--- config.mk ---
export PLATFORM = sky130hd
export DESIGN_NAME = mmio_fifo_responder
export DESIGN_NICKNAME = d
export VERILOG_FILES = /design/src/rtl/mmio_fifo_responder_pkg.sv /design/src/rtl/mmio_fifo_store.sv /design/src/rtl/mmio_fifo_responder.sv
export SDC_FILE = /design/constraint.sdc
export NUM_CORES = 1
export LEC_CHECK = 0
export BUFFER_PORTS_ARGS = -buffer_cell sky130_fd_sc_hd__buf_4
export CORE_MARGIN = 2
export CORE_UTILIZATION = 63
export CTS_BUF_LIST = sky130_fd_sc_hd__clkbuf_8
export DETAILED_ROUTE_END_ITERATION = 8
export GPL_ROUTABILITY_DRIVEN = 0
export PLACE_DENSITY_LB_ADDON = 0.15
export SYNTH_ARGS = -nofsm -noshare
export SYNTH_HDL_FRONTEND = slang
export SYNTH_HIERARCHICAL = 1
export SYNTH_SLANG_ARGS = --single-unit
--- constraint.sdc ---
create_clock -name clk -period 3.1 [get_ports clk]
set_input_delay 0.155 -clock clk [delete_from_list [all_inputs] [get_ports clk]]
set_output_delay 0.155 -clock clk [all_outputs]
set_load 0.01 [all_outputs]
--- src/rtl/mmio_fifo_responder_pkg.sv ---
// Shared constants for the MMIO byte FIFO responder: register offsets and
// bit positions inside the STATUS and CTRL registers.
package mmio_fifo_responder_pkg;

    localparam int unsigned REG_DATA   = 0;
    localparam int unsigned REG_STATUS = 1;
    localparam int unsigned REG_POP    = 2;
    localparam int unsigned REG_CTRL   = 3;
    localparam int unsigned REG_THRESH = 4;
    localparam int unsigned REG_CSUM   = 5;

    localparam int unsigned ST_OVF     = 7;
    localparam int unsigned ST_UNF     = 6;
    localparam int unsigned ST_FULL    = 5;
    localparam int unsigned ST_EMPTY   = 4;
    localparam int unsigned ST_CNT_LSB = 0;
    localparam int unsigned ST_CNT_W   = 4;

    localparam int unsigned CTRL_FLUSH    = 0;
    localparam int unsigned CTRL_CLRFLAGS = 1;

endpackage

--- src/rtl/mmio_fifo_store.sv ---
// FIFO entry storage: registered write port, asynchronous read port, no reset.
module mmio_fifo_store #(
    parameter int unsigned WIDTH = 8,
    parameter int unsigned DEPTH = 8,
    parameter int unsigned PTR_W = 3
) (
    input  logic             clk,
    input  logic             we_i,
    input  logic [PTR_W-1:0] waddr_i,
    input  logic [WIDTH-1:0] wdata_i,
    input  logic [PTR_W-1:0] raddr_i,
    output logic [WIDTH-1:0] rdata_o
);

    logic [WIDTH-1:0] mem_q [DEPTH];

    always_ff @(posedge clk) begin
        if (we_i) begin
            mem_q[waddr_i] <= wdata_i;
        end
    end

    assign rdata_o = mem_q[raddr_i];

endmodule

--- src/rtl/mmio_fifo_responder.sv ---
// Memory-mapped byte FIFO peripheral on the CPU data bus: push/peek/pop,
// sticky status flags, running checksum and a level interrupt.
module mmio_fifo_responder
    import mmio_fifo_responder_pkg::*;
#(
    parameter int unsigned WIDTH    = 8,
    parameter int unsigned DEPTH    = 8,
    parameter int unsigned ADR_BITS = 3
) (
    input  logic                clk,
    input  logic                reset,
    input  logic [ADR_BITS-1:0] ADR,
    input  logic                ADR_MATCH,
    input  logic                WRITE,
    input  logic [WIDTH-1:0]    DATA_IN,
    output logic [WIDTH-1:0]    DATA_OUT,
    output logic                IRQ
);

    localparam int unsigned PTR_W = $clog2(DEPTH);
    localparam int unsigned CNT_W = $clog2(DEPTH + 1);

    logic [PTR_W-1:0] wr_ptr_q, wr_ptr_d;
    logic [PTR_W-1:0] rd_ptr_q, rd_ptr_d;
    logic [CNT_W-1:0] count_q, count_d;
    logic [WIDTH-1:0] csum_q, csum_d;
    logic [WIDTH-1:0] thresh_q, thresh_d;
    logic             ovf_q, ovf_d;
    logic             unf_q, unf_d;

    logic             full, empty;
    logic             wr_en, push, pop, ctrl_wr, thresh_wr;
    logic [WIDTH-1:0] head;
    logic [WIDTH-1:0] status;

    assign full  = (count_q == CNT_W'(DEPTH));
    assign empty = (count_q == '0);

    // Bus decode: one operation per cycle, so at most one strobe is active.
    assign wr_en     = WRITE && ADR_MATCH;
    assign push      = wr_en && (ADR == ADR_BITS'(REG_DATA));
    assign pop       = wr_en && (ADR == ADR_BITS'(REG_POP));
    assign ctrl_wr   = wr_en && (ADR == ADR_BITS'(REG_CTRL));
    assign thresh_wr = wr_en && (ADR == ADR_BITS'(REG_THRESH));

    mmio_fifo_store #(
        .WIDTH (WIDTH),
        .DEPTH (DEPTH),
        .PTR_W (PTR_W)
    ) u_store (
        .clk     (clk),
        .we_i    (push && !full),
        .waddr_i (wr_ptr_q),
        .wdata_i (DATA_IN),
        .raddr_i (rd_ptr_q),
        .rdata_o (head)
    );

    // Next-state for pointers, occupancy, checksum, flags and threshold.
    always_comb begin
        wr_ptr_d = wr_ptr_q;
        rd_ptr_d = rd_ptr_q;
        count_d  = count_q;
        csum_d   = csum_q;
        thresh_d = thresh_q;
        ovf_d    = ovf_q;
        unf_d    = unf_q;

        if (push) begin
            if (full) begin
                ovf_d = 1'b1;
            end else begin
                wr_ptr_d = wr_ptr_q + PTR_W'(1);
                count_d  = count_q + CNT_W'(1);
                csum_d   = csum_q + DATA_IN;
            end
        end

        if (pop) begin
            if (empty) begin
                unf_d = 1'b1;
            end else begin
                rd_ptr_d = rd_ptr_q + PTR_W'(1);
                count_d  = count_q - CNT_W'(1);
            end
        end

        if (ctrl_wr) begin
            if (DATA_IN[CTRL_FLUSH]) begin
                wr_ptr_d = '0;
                rd_ptr_d = '0;
                count_d  = '0;
                csum_d   = '0;
            end
            if (DATA_IN[CTRL_CLRFLAGS]) begin
                ovf_d = 1'b0;
                unf_d = 1'b0;
            end
        end

        if (thresh_wr) begin
            thresh_d = DATA_IN;
        end
    end

    always_ff @(posedge clk) begin
        if (reset) begin
            wr_ptr_q <= '0;
            rd_ptr_q <= '0;
            count_q  <= '0;
            csum_q   <= '0;
            thresh_q <= WIDTH'(DEPTH);
            ovf_q    <= 1'b0;
            unf_q    <= 1'b0;
        end else begin
            wr_ptr_q <= wr_ptr_d;
            rd_ptr_q <= rd_ptr_d;
            count_q  <= count_d;
            csum_q   <= csum_d;
            thresh_q <= thresh_d;
            ovf_q    <= ovf_d;
            unf_q    <= unf_d;
        end
    end

    always_comb begin
        status                            = '0;
        status[ST_OVF]                    = ovf_q;
        status[ST_UNF]                    = unf_q;
        status[ST_FULL]                   = full;
        status[ST_EMPTY]                  = empty;
        status[ST_CNT_LSB +: ST_CNT_W]    = ST_CNT_W'(count_q);
    end

    // Side-effect-free read mux; window miss reads as zero.
    always_comb begin
        DATA_OUT = '0;
        if (ADR_MATCH) begin
            case (ADR)
                ADR_BITS'(REG_DATA):   DATA_OUT = empty ? '0 : head;
                ADR_BITS'(REG_STATUS): DATA_OUT = status;
                ADR_BITS'(REG_THRESH): DATA_OUT = thresh_q;
                ADR_BITS'(REG_CSUM):   DATA_OUT = csum_q;
                default:               DATA_OUT = '0;
            endcase
        end
    end

    assign IRQ = ovf_q | ((thresh_q != '0) && (WIDTH'(count_q) >= thresh_q));

endmodule

## Word level (Yosys, flattened, before mapping)

Memories as Yosys holds them, arrays and structs flattened. A register that Yosys moved wholly into a read port is not among the register bits.
Index checks and enable logic that the tools add are counted.

| word-level totals | value |
|---|---|
| flip-flop bits (word level) | 28 |
| memory bits (writable) | 64 |
| output and inout bits | 9 |
| word-level logic and storage cells | 64 |
| memories | 1 |

| cells by class | value |
|---|---|
| add/sub/neg operators | 5 |
| order comparisons | 1 |
| eq/ne operators | 6 |
| muxes and demuxes | 32 |
| bitwise operators | 1 |
| reductions and logical operators | 11 |

Memory list:

| memory | depth | bits a word | rd ports | clocked after memory_dff | write ports | line | text |
|---|---|---|---|---|---|---|---|
| u_store.mem_q | 8 | 8 | 1 | 1 | 1 | mmio_fifo_store.sv:15 | `logic [WIDTH-1:0] mem_q [DEPTH];` |

Operators with widths:

| kind | count |
|---|---|
| 8-bit 2-to-1 mux | 6 |
| 8-bit case mux with 4 select lines | 1 |
| 3-bit 2-to-1 mux | 9 |
| 4-bit 2-to-1 mux | 6 |
| 1-bit 2-to-1 mux | 10 |
| 8-bit adder | 1 |
| 4-bit by 8-bit greater-or-equal comparator with 1-bit output | 1 |
| 8-bit nonzero test | 1 |
| 1-bit logical AND | 7 |
| 3-bit by 1-bit adder with 3-bit output (second input constant) | 2 |
| 3-bit by 2-bit equality test with 1-bit output (second input constant) | 2 |
| 3-bit equality test (second input constant) | 2 |
| 4-bit by 1-bit adder with 4-bit output (second input constant) | 1 |
| 4-bit equality test (second input constant) | 1 |
| 4-bit zero test | 1 |
| 4-bit by 1-bit subtractor with 4-bit output (second input constant) | 1 |
| 3-bit by 1-bit equality test with 1-bit output (second input constant) | 1 |
| 3-bit zero test | 1 |
| 1-bit zero test | 1 |
| 1-bit bitwise OR | 1 |

## Longest topological paths before layout

Gate-level depths: netlist (run 1).

| logic depth | value |
|---|---|
| depth in word-level cells | 7 |
| gate-level depth with buffers | 8 |
| gate-level depth less buffers | 8 |

## Cells and area by module

The synthesis (run 1) kept the hierarchy.

Modules (own cells, without submodules):

| module | times used | cells each | area an instance (um2) |
|---|---|---|---|
| mmio_fifo_store | 1 | 106 | 2,531.2 |
| mmio_fifo_responder | 1 | 219 | 1,844.3 |

## Worst setup path before layout (run 1)

No wires, ideal clock.

| timing | value |
|---|---|
| path type | register to register |
| start | register count_q[1] |
| end | memory u_store.mem_q[0][0] (enable) |
| setup time | 0.383 ns |
| arrival time | 1.936 ns |
| setup slack | 0.781 ns |
| cell stages (with the launch flop) | 9 |
| path buffers | 1 |
| clock period less this slack | 2.319 ns |
| cells stage by stage | dfxtp_1 inv_1 ha_1 nand3b_1 nand3_1 inv_1 buf_2 nand2b_1 nor3_1 |

| between the ends | value |
|---|---|
| word-level cells in the longest chain between the ends | 5 |

Ends and longest elaborated chain:

| what | line | text |
|---|---|---|
| from (decl) | mmio_fifo_responder.sv:25 | `logic [CNT_W-1:0] count_q, count_d;` |
| from (signal assigned) | mmio_fifo_responder.sv:118 | `count_q <= count_d;` |
| 4-bit equality test | mmio_fifo_responder.sv:36 | `assign full = (count_q == CNT_W'(DEPTH));` |
| 1-bit zero test | mmio_fifo_responder.sv:52 | `.we_i (push && !full),` |
| 1-bit logical AND | mmio_fifo_responder.sv:52 |  |
| 1-bit 2-to-1 mux | mmio_fifo_store.sv:18 | `if (we_i) begin` |
| 1-bit 2-to-1 mux (implied by the code) | mmio_fifo_store.sv:19 | `mem_q[waddr_i] <= wdata_i;` |
| to (decl) | mmio_fifo_store.sv:15 |  |

Every way passes these cells.

==> results by group, run 1 <==
Status
  – Status: complete, no violations

Floorplan
  – Num rows: 30
  – Die ar.: 7630 µm²
  – Die Height: 87.3 µm
  – Die Span X: 87.3 µm
  – Core area: 6760 µm²
  – Initial Util: 64.8%
  – # IOs: 24

Final layout
  – Fin util: 71.6%
  – Syn-to-layout area delta: 10.6%
  – Antenna diode count: 0
  – Layout net count: 387
  – Share of cells above drive strength 1: 18.6%

Placed design
  – HPWL Detailed: 6140 µm
  – Pre-CTS setup slack: 875 ps
  – IO Port Bufs: 23

STA
  – Max-slew violation count: 0
  – Final setup violation count: 0
  – Slew HR: 49.3%
  – Final min period: 2660 ps
  – Final WS setup: 439 ps
  – Final hold violations: 0
  – Worst slew pin tran: 761 ps
  – Hold slack: 31.1 ps
  – Part of the cycle the worst path needs: 85.8%
  – Post-route clock skew: 20.5 ps
  – Fmax: 0.376 GHz
  – Post-Route Setup TNS: 0 ps
  – Unrepaired setup endpoints after global routing: false

Critical path
  – R2r worst-path depth: 9
  – FF-to-FF setup slack: 970 ps
  – Worst Path Max Fanout: 17
  – R2R Path End: u_store/mem_q[4][6]
  – Worst Setup End Kind: output pin
  – Crit Path Class: reg -> out
  – CP required: 2940 ps
  – Worst r2r src: count_q[1]
  – CP Launch Type: flip-flop
  – Crit path DAT: 2510 ps

Detailed routing
  – Antenna-violating nets left: 0
  – DRT iter0 DRCs: 337
  – DRC Markers: 0
  – First drt pass iteration count: 6
  – DR WL/cell: 20.5 µm
  – WL final: 9030 µm
  – Number of vias per cell: 6.37
  – Vias: 2802

Synth
  – Ranking of synthesized cells by area: edfxtp_1 (44%), dfxtp_1 (13%), mux4_1 (9.0%)
  – Largest area contributor in the netlist: edfxtp_1
  – Synth Flop Type: edfxtp_1
  – Netlist cell types: 52
  – #FFs+latches synth: 92
  – Mux contribution to synthesized area: 14.4%
  – Largest family of logic cells by synthesized area: multiplexers
  – Compound-Gate Fraction of Synth Area: 9.04%
  – Yosys Warn Count: 6
  – Post-synth ARST share: 0%
  – Synth Cell Area: 4380 µm²
  – Seq/Total Area, Yosys: 56.7%
  – Post-Syn Nets: 357
  – Post-synth top area share: 43.9%
  – Simple logic cell fraction of the synthesized area: 10.1%
  – Post-synth EDFFs: 64
  – Xor/xnor share of the synthesized area: 1.40%
  – Post-synthesis cell count: 325
  – Adder-Cell Fraction of Synth Area: 5.03%
  – Avg Cell Area, Syn: 13.5 µm²

Clock network
  – Post-CTS sizing: 0
  – CTS sink count: 92
  – CTS tree: yes
  – CTS Buffer Depth: 2
  – Setup bufs post-CTS: 0
  – Htree depth: 3
  – Worst-Skew Late Latency: 370 ps
  – CTS Buf Count: 9
  – Root buffer cell: clkbuf_8
  – Clock transition at the registers of the reported paths: 110 ps
  – Post-CTS Hold Buffers: 0

Global route
  – Global-route wire length before repair: 14200 µm
  – Total gr overflow: 0
  – Initial antenna violation count: 0
  – Total track usage: 25.7%
  – Vias in the first global route: 2675
  – Pin count of the biggest net entering global routing: 18

Power
  – Power, Total: 0.00232 W
  – Pwr dens: 479 nW/µm²
  – VDD IR-drop max: 0.226 mV
  – Leakage: 1.82 nW

Hold path
  – Min-delay src: reset
  – Hold Path Cell Cnt: 2
  – Hold crit path type: in -> reg

Job
  – Max capacitance violation total: 0
critical path: stages (launching register included):
cell	delay, ps
dfxtp_1	360
buf_4	300
mux4_1	590
mux2_2	300
a222oi_1	320
nor2_1	110
buf_4	160
Yosys cell counts, drive strengths merged (2+ instances only):
cell    number
buf         10
nand4        2
nand2b       6
dfxtp       28
a21oi       15
o211ai       2
or3          3
nand3        6
a222oi       8
a211o        3
o21ai        7
inv         10
nor3b        2
clkbuf       6
mux2i        8
o21a         3
xnor2        3
a211oi       3
xor2         4
mux4        16
nor4         2
mux2        12
ha          16
a31oi        3
nor3         6
nand2       22
a21o         3
edfxtp      64
o21bai       2
nor2        35
flip-flops by register name (all words and copies together), names as in the netlist, named ones only:
| register | cells |
|---|---|
| thresh_q | 8 |
| unf_q | 1 |
| u_store/mem_q | 64 |
| csum_q | 7 |
| ovf_q | 1 |
| rd_ptr_q | 3 |
| count_q | 4 |
| wr_ptr_q | 3 |
how the worst max path moves through the flow:
stage / from / slack (ps) / cells after the start / to
floorplan: count_q[1] / 780 / 8 / u_store/mem_q[0][0]
global placement: rd_ptr_q[0] / 900 / 6 / DATA_OUT[5]
detailed placement: rd_ptr_q[0] / 880 / 6 / DATA_OUT[6]
CTS: rd_ptr_q[0] / 440 / 6 / DATA_OUT[4]
global route: rd_ptr_q[0] / 280 / 6 / DATA_OUT[4]
finish: rd_ptr_q[0] / 440 / 6 / DATA_OUT[4]
layer usage:
metal / up-vias / share of wire (%) / GRT usage (%)
met5: - / 0 / 0
met4: 0 / 2.4 / 11.5
met3: 20 / 7.5 / 5.59
met2: 110 / 45 / 37.7
met1: 1349 / 45 / 37.2
li1: 1323 / - / -
through the flow:
step           cell area [µm²]  std cells
5_1_grt                   4840        440
4_1_cts                   4840        440
3_3_place_gp              4630        424
6_report                  4840        440
2_1_floorplan             4380        325
3_5_place_dp              4630        424
placed cells by master (no fill, tap or decap), drive strengths merged, types with 2 or more instances in the layout:
cell type / n
nor2: 35
xor2: 4
nor3b: 2
mux2i: 8
mux4: 16
clkbuf: 9
a21oi: 15
dfxtp: 28
nand2: 22
xnor2: 3
edfxtp: 64
inv: 16
buf: 35
or3: 3
nand2b: 6
o21a: 3
o21ai: 7
nor3: 6
a31oi: 3
nand3: 6
a211o: 3
a222oi: 8
ha: 16
o211ai: 2
a211oi: 3
nand4: 2
a21o: 3
mux2: 12
o21bai: 2
nor4: 2
final cells by class:
cell class,instances,area (µm²)
Tap cell,80,100
Clock inverter,7,80.1
Fill cell,466,1920
Timing Repair Buffer,35,263
Inverter,10,37.5
Sequential cell,92,2480
Multi-Input combinational cell,207,1750
Clock buffer,9,124
kinds of logic after synthesis:
kind of cell,count (synthesis)
multiplexers,36
flip-flops,92
AO/OA/AOI/OAI,56
AND/OR/NAND/NOR,91
XOR/XNOR,7
buffers and inverters,26
adder cells (fa/ha/maj),17
power breakdown:
group	switching [W]	internal (W)
clock	0.000444	0.000387
combinational	0.0000932	0.0000628
sequential	0.0000108	0.00132
total	0.000548	0.00177
(Power assumes the default switching activity.)
==> inputs of run 2 (changes only) <==
--- a/config.mk
+++ b/config.mk
@@ -7,11 +7,12 @@
 export LEC_CHECK = 0
 export BUFFER_PORTS_ARGS = -buffer_cell sky130_fd_sc_hd__buf_4
 export CORE_MARGIN = 2
-export CORE_UTILIZATION = 63
+export CORE_UTILIZATION = 55
 export CTS_BUF_LIST = sky130_fd_sc_hd__clkbuf_8
 export DETAILED_ROUTE_END_ITERATION = 8
 export GPL_ROUTABILITY_DRIVEN = 0
 export PLACE_DENSITY_LB_ADDON = 0.15
+export SLEW_MARGIN = 15
 export SYNTH_ARGS = -nofsm -noshare
 export SYNTH_HDL_FRONTEND = slang
 export SYNTH_HIERARCHICAL = 1
==> run 2 against run 1 <==
Effect of this change: clock power decreased by 3.4%; flip-flop and latch count unchanged; final cell count increased by 4.1%; clock-buffer cell count unchanged; critical endpoint is now DATA_OUT[2]; largest power group unchanged; highest routed layer unchanged.
==> results by group, run 2 (same netlist as run 1, synthesis figures left out) <==
STA
  – Part of the cycle the worst path needs: 83.9%
  – Unrepaired setup endpoints after global routing: false
  – Worst slew pin tran: 813 ps
  – Post-route clock skew: 12.1 ps
  – Final hold violations: 0
  – Final setup violation count: 0
  – Max-slew violation count: 0
  – Post-Route Setup TNS: 0 ps
  – Fmax: 0.384 GHz
  – Slew HR: 45.3%
  – Final WS setup: 498 ps
  – Final min period: 2600 ps

Floorplan
  – Num rows: 32
  – Initial Util: 56.6%
  – Die Height: 93.2 µm
  – # IOs: 24
  – Die Span X: 93.2 µm
  – Core area: 7730 µm²
  – Die ar.: 8680 µm²

Status
  – Status: complete, no violations

Final layout
  – Antenna diode count: 0
  – Most frequent cells in the layout: edfxtp_1 (64), nor2_1 (34), buf_4 (31)
  – Layout net count: 383
  – Fin area: 4840 µm²
  – Share of cells above drive strength 1: 18.0%
  – Most common cell after layout, fill and taps aside: edfxtp_1
  – Fin cells: 458
  – Reg with most FFs: u_store/mem_q
  – Largest register FFs: 64
  – Largest registers: u_store/mem_q (64), thresh_q (8), csum_q (7)
  – Syn-to-layout area delta: 10.5%

Global route
  – Total track usage: 22.6%
  – Initial antenna violation count: 0
  – Global-route wire length before repair: 14500 µm
  – Vias in the first global route: 2652
  – Total gr overflow: 0
  – Pin count of the biggest net entering global routing: 19

Critical path
  – Highest-delay cell along the critical path: dfxtp_1
  – Worst Path Max Fanout: 17
  – Worst Setup End Kind: output pin
  – Crit Path Class: reg -> out
  – Critical-path cell list: mux4_1 -> mux2_2 -> a222oi_1 -> nor2_1 -> buf_4
  – Crit path largest cell delay: 820 ps
  – CP delay by family, top: flip-flops
  – CP Launch Type: flip-flop
  – Crit path buf inv count: 1
  – Crit path DAT: 2450 ps
  – CP required: 2940 ps

Detailed routing
  – DRT iter0 DRCs: 304
  – Antenna-violating nets left: 0
  – Number of vias per cell: 6.14
  – First drt pass iteration count: 6
  – WL final: 9210 µm
  – DR WL/cell: 20.1 µm
  – Vias: 2814
  – DRC Markers: 0

Clock network
  – Post-CTS sizing: 0
  – CTS Buffer Depth: 2
  – CTS sink count: 92
  – Post-CTS Hold Buffers: 0
  – Htree depth: 3
  – Root buffer cell: clkbuf_8
  – Clock transition at the registers of the reported paths: 90 ps
  – Worst-Skew Late Latency: 350 ps
  – Setup bufs post-CTS: 0
  – CTS Buf Count: 9
  – CTS tree: yes

Placed design
  – Pre-CTS setup slack: 579 ps
  – IO Port Bufs: 23
  – Inst Count DP: 442
  – Placed inst area: 4630 µm²
  – HPWL Detailed: 6430 µm

Power
  – Sw Share: 23.2%
  – Total net switching power: 0.000531 W
  – Internal Power: 0.00176 W
  – Clock power frac: 35.1%
  – Combinational power share: 6.9%
  – VDD IR-drop max: 0.263 mV
  – Sequential share of power: 58.0%
  – Pwr dens: 473 nW/µm²
  – Leakage: 1.79 nW

Hold path
  – Hold crit path type: in -> reg

Job
  – Max capacitance violation total: 0
-- run 2: power groups by stage --
| stage | sequential (W) | clock, W | combinational [W] |
|---|---|---|---|
| floorplan | 0.00135 | 0 | 0.0000975 |
| global placement | 0.00136 | 0 | 0.000153 |
| detailed placement | 0.00136 | 0 | 0.000155 |
| CTS | 0.00133 | 0.000811 | 0.000155 |
| global route | 0.00133 | 0.000867 | 0.000173 |
| finish | 0.00133 | 0.000803 | 0.000158 |
-- run 2: worst register-to-register path: stages (launching register included) --
cell	delay (ps)
dfxtp_1	430
inv_1	110
ha_1	240
nand3b_1	140
nand3_1	100
buf_4	200
inv_1	90
nand2b_1	120
nor2_1	630
-- run 2: final cells by class --
cell class,instances,area [µm²]
flip-flops and latches,92,2480
clock buffers,9,124
inverters,10,37.5
multi-input cells,207,1760
repair buffers,31,233
fillers,589,2890
well taps,102,128
clock inverters,7,73.8
-- run 2: final timing paths --
| path | cells past startpoint | to | from | slack, ps |
|---|---|---|---|---|
| max | 5 | DATA_OUT[2] | rd_ptr_q[2] | 500 |
| min reg2reg | 1 | unf_q | unf_q | 480 |
| min | 2 | flip-flop | reset | 80 |
| max reg2reg | 8 | u_store/mem_q[2][6] | count_q[1] | 670 |
-- run 2: metal layers --
metal,wire length [µm],track usage [%]
met5,0,0
met4,91,6.00
met3,527,3.46
met2,4200,34.3
met1,4390,34.3
-- run 2: stage by stage --
step	hold slack, ps	total power, W	util, %
3_5_place_dp	439	0.00151	59.9
6_report	81.0	0.00229	62.6
3_3_place_gp	443	0.00151	59.9
5_1_grt	79.2	0.00237	62.6
4_1_cts	70.9	0.00229	62.5
2_1_floorplan	254	0.00145	-
==> inputs of run 3 (changes only) <==
==> constraint.sdc (replaced) <==
create_clock -name clk -period 2.2 [get_ports clk]
set_input_delay 0.11 -clock clk [delete_from_list [all_inputs] [get_ports clk]]
set_output_delay 0.11 -clock clk [all_outputs]
set_load 0.01 [all_outputs]
==> run 3 against run 2 <==
Effect of this change: the flow now finishes with violations (setup timing); largest cell class unchanged; clock skew shrank 4.1 ps; critical endpoint is now DATA_OUT[6]; core utilization is 1.4 points higher; first-iteration DRC count shrank 16%; final cell count increased by 3.1%; highest routed layer unchanged; wire length is 4.8% higher; hold slack worse by 55 ps.
==> results by group, run 3 (same netlist as run 1, synthesis figures left out) <==
Detailed routing
  – Vias: 2855
  – WL final: 9650 µm
  – Number of vias per cell: 6.05
  – Routed wl met2: 4460 µm
  – Antenna-violating nets left: 0
  – DR WL/cell: 20.4 µm
  – DRC Markers: 0
  – DR WL met3: 732 µm
  – DRT iter0 DRCs: 255
  – First drt pass iteration count: 5
  – Wl on met1: 4330 µm
  – Max layer used: met4

Final layout
  – Filler cell count: 595
  – Antenna diode count: 0
  – Share of cells above drive strength 1: 26.2%
  – Largest register FFs: 64
  – Most frequent cells in the layout: edfxtp_1 (64), buf_4 (41), nor2_1 (34)
  – Layout net count: 397
  – Reg with most FFs: u_store/mem_q
  – Syn-to-layout area delta: 12.9%
  – Largest registers: u_store/mem_q (64), thresh_q (8), csum_q (7)
  – Most common cell after layout, fill and taps aside: edfxtp_1
  – Fin util: 63.9%

STA
  – Part of the cycle the worst path needs: 109%
  – Final min period: 2390 ps
  – Fmax: 0.418 GHz
  – Unrepaired setup endpoints after global routing: true
  – Post-route clock skew: 8.03 ps
  – Slew HR: 58.4%
  – Worst slew pin tran: 623 ps
  – Final setup violation count: 8
  – Hold slack: 26.0 ps
  – Final hold violations: 0
  – Final WS setup: -192 ps
  – Post-Route Setup TNS: -1170 ps
  – Max-slew violation count: 0

Critical path
  – R2r worst-path depth: 7
  – CP Launch Type: flip-flop
  – Worst Path Max Fanout: 5
  – Worst Setup End Kind: output pin
  – Crit Path Class: reg -> out
  – CP required: 2090 ps
  – Crit path DAT: 2280 ps
  – Crit path from: rd_ptr_q[0]

Job
  – Max capacitance violation total: 0

Hold path
  – Hold crit path type: in -> reg
  – Min-delay src: DATA_IN[3]
  – Hold Path Cell Cnt: 1

Floorplan
  – Initial Util: 56.6%
  – Core area: 7730 µm²
  – Num rows: 32
  – Die Span X: 93.2 µm
  – Die Height: 93.2 µm
  – # IOs: 24
  – Die ar.: 8680 µm²

Clock network
  – Htree depth: 3
  – Post-CTS Hold Buffers: 0
  – Clock transition at the registers of the reported paths: 90 ps
  – CTS Buffer Depth: 2
  – CTS tree: yes
  – CTS Buf Count: 9
  – CTS sink count: 92
  – Root buffer cell: clkbuf_8
  – Worst-Skew Late Latency: 360 ps

Global route
  – Initial antenna violation count: 0
  – Total track usage: 24.0%
  – Vias in the first global route: 2736
  – Pin count of the biggest net entering global routing: 18
  – Global-route wire length before repair: 15100 µm
  – Total gr overflow: 0

Placed design
  – IO Port Bufs: 23
  – HPWL Detailed: 6470 µm

Status
  – Status: finished, violations left
  – Failing checks: setup timing

Power
  – Power, Total: 0.00310 W
  – VDD IR-drop max: 0.297 mV
  – Leakage: 1.85 nW
  – Pwr dens: 628 nW/µm²
[run 3: cell types whose count changed in the layout (fill, tap and decap cells not counted), sizes merged]
cell and change:
buf +14, clkinv -2, clkinvlp +2, bufinv -1, inv +1
[run 3: worst max-delay path: stages (launching register included)]
cell and delay, ps:
dfxtp_4 420, buf_8 140, mux4_2 480, mux2_4 280, a222oi_1 340, nor2_1 100
buf_4 160
[run 3: report_power, final]
group          switching, W  internal, W
Clock              0.000591     0.000406
Combinational      0.000136     0.000102
Sequential        0.0000105      0.00186
Total              0.000738      0.00236
[run 3: routing by layer]
metal / global-route usage [%] / vias up
met5: 0 / -
met1: 35.3 / 1393
li1: - / 1323
met3: 5.48 / 12
met4: 6.86 / 0
met2: 36.1 / 127
[run 3: final timing paths]
| kind | to | slack, ps |
|---|---|---|
| max | DATA_OUT[6] | -190 |
| min | u_store/mem_q[2][3] | 30 |
| max reg2reg | csum_q[6] | 150 |
| min reg2reg | unf_q | 480 |
[run 3: cell type report]
type                       instances  area, µm²  area share [%]
clock buffer                       9        124            2.51
clock inverter                     7       45.0           0.912
tap                              102        128            2.58
multi-input combinational        207       1740            35.3
inverter                          10       37.5           0.760
sequential                        92       2490            50.3
timing repair buffer              45        377            7.62
[run 3: timing repair]
item / CTS / global route
pin swaps: 9 / 2
buffers inserted: 2 / 0
gates cloned: 2 / 0
resized for setup: 31 / 3
setup endpoints to repair: 8 / 75
[run 3: through the flow]
stage | setup slack [ps] | std cells | area, µm²
after floorplan | 93.9 | 325 | 4390
after global placement | 138 | 452 | 4720
after detailed placement | 145 | 452 | 4720
after CTS | -175 | 472 | 4940
after global routing | -348 | 472 | 4940
final | -192 | 472 | 4940
